--- src/rtl/timer_down.sv ---
// mm:ss BCD count-down timer with adjust, pause/hold and alarm.
//
// state | meaning
// SETUP | digits adjustable, waiting for START edge
// RUN   | decrement on each TICK_1HZ
// HOLD  | paused, count frozen
// DONE  | reached 00:00, ALARM asserted
module timer_down #(
  parameter int PRESET_MIN = 0,
  parameter int PRESET_SEC = 0
) (
  input  logic       clk,
  input  logic       RESET,
  input  logic       TICK_1HZ,
  input  logic       TICK_2HZ,
  input  logic       START,
  input  logic       PAUSE,
  input  logic       ADJ,
  input  logic       SEL,
  output logic [3:0] d0,
  output logic [3:0] d1,
  output logic [3:0] d2,
  output logic [3:0] d3,
  output logic [1:0] STATE,
  output logic       RUNNING,
  output logic       ALARM
);

  typedef enum logic [1:0] {
    SETUP = 2'b00,
    RUN   = 2'b01,
    HOLD  = 2'b10,
    DONE  = 2'b11
  } state_t;

  localparam logic [3:0] P_D0 = 4'(PRESET_SEC % 10);
  localparam logic [3:0] P_D1 = 4'(PRESET_SEC / 10);
  localparam logic [3:0] P_D2 = 4'(PRESET_MIN % 10);
  localparam logic [3:0] P_D3 = 4'(PRESET_MIN / 10);

  state_t     state_q, state_n;
  logic       start_prev;
  logic       start_edge;
  logic       is_zero;
  logic       is_one_sec;
  logic [3:0] n0, n1, n2, n3;

  // One 0-59 field as {tens, units}; wraps 59 -> 00 without carry out.
  function automatic logic [7:0] inc_field(input logic [3:0] tens, input logic [3:0] units);
    if (units == 4'd9) begin
      return (tens == 4'd5) ? 8'h00 : {tens + 4'd1, 4'd0};
    end
    return {tens, units + 4'd1};
  endfunction

  function automatic logic [15:0] dec_count(input logic [3:0] t3, input logic [3:0] t2,
                                            input logic [3:0] t1, input logic [3:0] t0);
    logic [3:0] r0, r1, r2, r3;
    r0 = t0; r1 = t1; r2 = t2; r3 = t3;
    if (t0 != 4'd0) begin
      r0 = t0 - 4'd1;
    end else begin
      r0 = 4'd9;
      if (t1 != 4'd0) begin
        r1 = t1 - 4'd1;
      end else begin
        r1 = 4'd5;
        if (t2 != 4'd0) begin
          r2 = t2 - 4'd1;
        end else begin
          r2 = 4'd9;
          r3 = t3 - 4'd1;
        end
      end
    end
    return {r3, r2, r1, r0};
  endfunction

  always_comb begin
    start_edge = START & ~start_prev;
    is_zero    = (d3 == 4'd0) && (d2 == 4'd0) && (d1 == 4'd0) && (d0 == 4'd0);
    is_one_sec = (d3 == 4'd0) && (d2 == 4'd0) && (d1 == 4'd0) && (d0 == 4'd1);
    state_n    = state_q;
    {n3, n2, n1, n0} = {d3, d2, d1, d0};
    case (state_q)
      SETUP: begin
        // an adjust increment wins over a coincident START edge
        if (ADJ && TICK_2HZ) begin
          if (SEL) {n1, n0} = inc_field(d1, d0);
          else     {n3, n2} = inc_field(d3, d2);
        end else if (start_edge && !is_zero) begin
          state_n = RUN;
        end
      end
      RUN: begin
        if (start_edge) begin
          state_n = SETUP;
        end else if (PAUSE) begin
          state_n = HOLD;
        end else if (TICK_1HZ && !is_zero) begin
          {n3, n2, n1, n0} = dec_count(d3, d2, d1, d0);
          if (is_one_sec) state_n = DONE;
        end
      end
      HOLD: begin
        if (start_edge)  state_n = SETUP;
        else if (!PAUSE) state_n = RUN;
      end
      DONE: begin
        if (start_edge || ADJ) state_n = SETUP;
      end
      default: state_n = SETUP;
    endcase
  end

  always_ff @(posedge clk) begin
    if (RESET) begin
      state_q    <= SETUP;
      {d3, d2, d1, d0} <= {P_D3, P_D2, P_D1, P_D0};
      start_prev <= 1'b0;
      RUNNING    <= 1'b0;
      ALARM      <= 1'b0;
    end else begin
      state_q    <= state_n;
      {d3, d2, d1, d0} <= {n3, n2, n1, n0};
      start_prev <= START;
      RUNNING    <= (state_n == RUN);
      ALARM      <= (state_n == DONE);
    end
  end

  assign STATE = state_q;

endmodule

--- config.mk ---
export PLATFORM = sky130hd
export DESIGN_NAME = timer_down
export DESIGN_NICKNAME = d
export VERILOG_FILES = /design/src/rtl/timer_down.sv
export SDC_FILE = /design/constraint.sdc
export NUM_CORES = 1
export LEC_CHECK = 0
export BUFFER_PORTS_ARGS = -buffer_cell sky130_fd_sc_hd__buf_2
export CORE_MARGIN = 5
export CORE_UTILIZATION = 58
export CTS_BUF_LIST = sky130_fd_sc_hd__clkbuf_4 sky130_fd_sc_hd__clkbuf_8
export CTS_CLUSTER_SIZE = 30
export DETAILED_ROUTE_END_ITERATION = 10
export GPL_ROUTABILITY_DRIVEN = 0
export PLACE_DENSITY = 0.81
export SETUP_SLACK_MARGIN = 0.4
export SLEW_MARGIN = 20
export SYNTH_ARGS = -nofsm -noshare
export SYNTH_HDL_FRONTEND = slang
export SYNTH_SLANG_ARGS = --single-unit
--- constraint.sdc ---
create_clock -name clk -period 2.84 [get_ports clk]
set_clock_uncertainty 0.15 [all_clocks]
set_input_delay 0 -clock clk [delete_from_list [all_inputs] [get_ports clk]]
set_output_delay 0 -clock clk [all_outputs]
set_load 0.05 [all_outputs]
# Yosys cells after proc, flatten, opt, wreduce, memory -nomap -nowiden
# Cells that the tools add are included.
# W data, S select, Z words.
# totals
ff_bits,21
latch_bits,0
ramBits,0
rom_bits,0
in_bits,8
out_inout_bits,20
elab_cells,118
mem_count,0
# op_classes
add_sub_neg,8
n_mul,0
div_mod_pow,0
n_lt_le_gt_ge,0
eq_ne,21
shifts,0
n_mux,57
bitwise_logic,2
reduce_logical,22
# op_table
op,n
$mux W4,29
$mux W8,6
$pmux W4 S2,4
$ne A2 B2 Y1 const B,11
$mux W2,9
$add A4 B1 Y4 const B,4
$logic_not A4 Y1,4
$reduce_and A8 Y1,2
$sub A4 B1 Y4 const B,4
$reduce_bool A4 Y1,3
$reduce_and A10 Y1,1
$eq A4 B3 Y1 const B,2
$eq A4 B4 Y1 const B,2
$mux W1,8
$pmux W2 S4,1
$logic_and A1 B1 Y1,7
$eq A2 B2 Y1 const B,3
$reduce_and A6 Y1,1
$eq A2 B1 Y1 const B,2
$eq A4 B1 Y1 const B,1
$logic_not A2 Y1,1
$reduce_bool A2 Y1,1
$and A1 B1 Y1,1
$logic_not A1 Y1,1
other kinds (2),2

# Longest topological paths before layout
# depth
word_depth,11
depth_mapped,8

# Least setup slack after synthesis
# OpenSTA, ideal clock, no wires.
# synth_timing
path_kind,register -> register
startpoint,register d1[0]
endpoint,register d3[3]
arrival_time_ns,2.339
required_time_ns,2.558
setup_slack_ns,0.219
path_stages_with_launch,8
n_path_buf,0
cell_sequence,dfxtp_1 > inv_1 > ha_1 > or3b_2 > o311ai_2 > a2111oi_4 > o221a_1 > nor3_2
# synth_between
elab_chain_cells,7
# synth_lines
item,line,rtl
from (decl),21,"output logic [3:0] d1,"
from (signal assigned),119,"{d3, d2, d1, d0} <= {P_D3, P_D2, P_D1, P_D0};"
from (signal assigned),125,"{d3, d2, d1, d0} <= {n3, n2, n1, n0};"
$logic_not A4 Y1,81,is_zero = (d3 == 4'd0) && (d2 == 4'd0) && (d1 == 4'd0) && (d0 == 4'd0);
$logic_and A1 B1 Y1 (2 in series),81,
$logic_not A1 Y1,100,end else if (TICK_1HZ && !is_zero) begin
$logic_and A1 B1 Y1,100,
$ne A2 B2 Y1 (no source line),--,
$reduce_and A10 Y1 (no source line) *,--,
to (signal assigned),119,
to (signal assigned),125,
to (decl),23,"output logic [3:0] d3,"
# Every way passes the cells marked *; elsewhere a longest branch is shown, timed or not.
# A chain may end at the register's enable or synchronous reset.

# Final worst setup path
# layout_timing
startpoint,register d3[1]
endpoint,register d1[0]
# layout_between
elab_chain_cells,8
# layout_lines
item,line
$logic_not A4 Y1,81
$logic_and A1 B1 Y1 (3 in series),81
$logic_not A1 Y1,100
$logic_and A1 B1 Y1,100
$ne A2 B2 Y1 (no source line),--
$reduce_and A8 Y1 (no source line),--
# Every way passes these cells.

==> flow_summary.toml <==
[worst_setup_path]
cp_max_fo = 7
reg2reg_from = "d3[1]$_SDFFE_PP0P_"
cp-end-kind = "flip-flop"
cp_data_required_time_ns = 2.87
r2r.worst_path.cells = 8
worst_setup_path_start_kind = "flip-flop"
crit_start = "d3[1]$_SDFFE_PP0P_"
path_cells = "inv_1 -> ha_2 -> or4b_4 -> o311ai_4 -> a211oi_4 -> buf_4 -> a21oi_1 -> a211oi_1"
cp_data_arrival_time_ns = 2.33
slowest_delay_ns = 0.51
slowest_stage = "or4b_4"
critPathKind = "reg2reg"

[detailed_routing]
wl_per_cell_um = 15.3
routed_wl_um = 4150
avgViaCountPerCell = 6.23
drc_errors = 0
antenna_left = 0
dr.pass1.iters = 4
drt_iter0_markers = 135
vias = 1688

[timing]
slew_headroom = 0.610
fin_crit_sh = 0.811
max_freq_mhz = 434
finalWorstSetupSlack_ns = 0.537
min_period_ns = 2.30
setup_viol = 0
hold_ws_ns = 0.0568
slew_viol_final = 0
hold_viol = 0
rsz0062_at_grt = "false"
tightest_slew_ns = 0.584
tns_ns = 0

[floorplan]
die_h_um = 63.8
fp.dieW_um = 63.8
io-pin-count = 28
core_area_um2 = 2760
start_util = 0.609
die-area_um2 = 4070
fp-row-count = 19

[grt]
grt_max_degree = 21
grt_pass1_vias = 1415
grt.total_usage = 0.190
grt_pass1_wl_um = 6570
antenna_found_initial = 0
grt_overflow = 0

[logic_synthesis]
yosys.area.top_type_share = 0.250
synth_edf_count = 0
yosys-top-cells-area = "dfxtp_1 25%, a21oi_1 6.0%, ha_1 4.5%, nor2_1 4.5%, nand2_1 3.6%"
syn-num-nets = 226
post_synth_num_cell_types = 58
synth.largest_area_cell = "dfxtp_1"
synthCells = 212
synthArstFlopShare = 0
syn-cell-area_um2 = 1680
synth-seq-cells = 21
synth_flop_cell = "dfxtp_1"
synth_area_per_cell_um2 = 7.93
ys_seq_area_frac = 0.250
synth_warnings = 0

[place]
hpwl_um = 2740
io_buffer_count = 27
placed_area_um2 = 1800
pre_cts_slack_ns = 0.467

[layout]
syn2layout_area_growth_pct = 17.2
nFillCells = 217
final_layout_size_suffix_gt1_frac = 0.258
final_area_um2 = 1970
nNetsFinal = 255
antenna_cells = 0

[cts]
clockRootBuffer = "clkbuf_4"
clk_pin_slew_ns = 0.13
h-tree-depth = 1
cts.path.max_buffers = 2
clock_latency_ns = 0.31
cts_buffers = 3
cts_num_sinks = 21
tritoncts = "built"

[pwr]
powerDensity_nw_per_um2 = 312
p_leak_nw = 0.742
vdd_drop_max_v = 0.000242
report.power.total_mw = 0.614

[run_status]
status = "finished clean"

[min_path]
min_path_type = "in2reg"
worstHoldStart = "TICK_1HZ"
hold_depth = 5

[job]
maxCapViolCount = 0
worst max-delay path, delay by kind of cell, from the launching register on:
family	cells	cell delay, ns
AND/OR/NAND/NOR	1	0.51
AO/OA/AOI/OAI	4	0.66
adder cells (fa/ha/maj)	1	0.20
buffers and inverters	2	0.28
flip-flops	1	0.38
flip-flops by register name, summed over array words and instances (netlist names):
signal      cells
start_prev      1
d3              4
RUNNING         1
d2              4
ALARM           1
d0              4
d1              4
STATE           2
logic make-up (layout without fill, tap and decap cells):
logic type	Yosys count	in the layout	share of synthesized area
fa+ha+maj	6	6	0.0447
xor+xnor	3	3	0.0156
mux	3	3	0.0179
compound gates	68	68	0.305
buf+inv	25	53	0.0692
flops	21	21	0.250
simple gates	86	86	0.297
final cells by class:
| class | count | area, um2 | share of cell area |
|---|---|---|---|
| sequential | 21 | 434 | 0.220 |
| inverter | 8 | 30.0 | 0.0152 |
| timing repair buffer | 41 | 255 | 0.130 |
| multi-input combinational | 166 | 1180 | 0.600 |
| tap | 31 | 38.8 | 0.0197 |
| clock buffer | 4 | 30.0 | 0.0152 |
routing by layer:
metal,global-route usage,share of wire,vias up
met2,0.293,0.46,48
met4,0.0468,0.0043,0
li1,-,-,856
met5,0,0,-
met1,0.268,0.47,782
met3,0.0385,0.060,2
stage by stage:
step,utilization,cells
6_report,0.714,271
5_1_grt,0.714,271
4_1_cts,0.686,267
3_5_place_dp,0.654,257
3_3_place_gp,0.654,257
2_1_floorplan,-,212
final timing paths:
path                                            to  slack [ns]
worst max-delay path            d1[0]$_SDFFE_PP0P_        0.54
worst min-delay path            d2[2]$_SDFFE_PP0P_        0.06
worst max register to register  d1[0]$_SDFFE_PP0P_        0.54
worst min register to register  d3[1]$_SDFFE_PP0P_        0.41
report_power, final:
group	leakage (nW)	internal (mW)	total, mW	switching (mW)
registers	0.173	0.298	0.311	0.0131
clock network	0.0184	0.0643	0.161	0.0968
logic	0.550	0.0521	0.141	0.0893
cells in the final DEF, fill, tap and decap left out, types with 2 or more instances in the layout:
cell type	n
buf_2	27
nor4_1	3
dfxtp_4	3
nand2b_1	4
and3_1	2
nor2b_1	6
a311oi_1	5
dfxtp_2	2
nand2_1	16
a211oi_1	4
dlygate4sd3_1	6
ha_1	5
a211o_1	2
nand3_1	5
clkbuf_4	4
dfxtp_1	16
o21ai_0	9
o22ai_1	2
o21ai_1	2
a21oi_1	20
a31oi_1	4
nor3_1	7
buf_4	8
or3_1	3
o31a_1	2
o311ai_4	2
nor3_2	2
xnor2_1	3
mux2i_1	3
nor2_1	20
nand4_1	4
a21o_1	2
inv_1	8
cells in the mapped netlist (2+ instances only):
master / n
dfxtp_1: 21
a21oi_1: 20
nor2_1: 20
nand2_1: 16
o21ai_0: 9
clkbuf_1: 8
inv_1: 8
nor3_1: 7
buf_2: 6
ha_1: 6
nor2b_1: 6
a311oi_1: 5
nand3_1: 5
a211oi_1: 4
a31oi_1: 4
nand2b_1: 4
nand4_1: 4
mux2i_1: 3
nor4_1: 3
or3_1: 3
xnor2_1: 3
a211o_1: 2
a21o_1: 2
and3_1: 2
buf_6: 2
nor3_2: 2
nor3b_1: 2
o21ai_1: 2
o22ai_1: 2
o311ai_2: 2
o31a_1: 2
timing repair:
item | in CTS | in global routing
hold endpoints to repair | 10 | 0
hold buffers | 6 | 0
gates resized for setup | 0 | 10
endpoints found under the setup margin | 0 | 11
setup buffers | 0 | 4
Note: power is estimated with default switching activity, not from simulation.
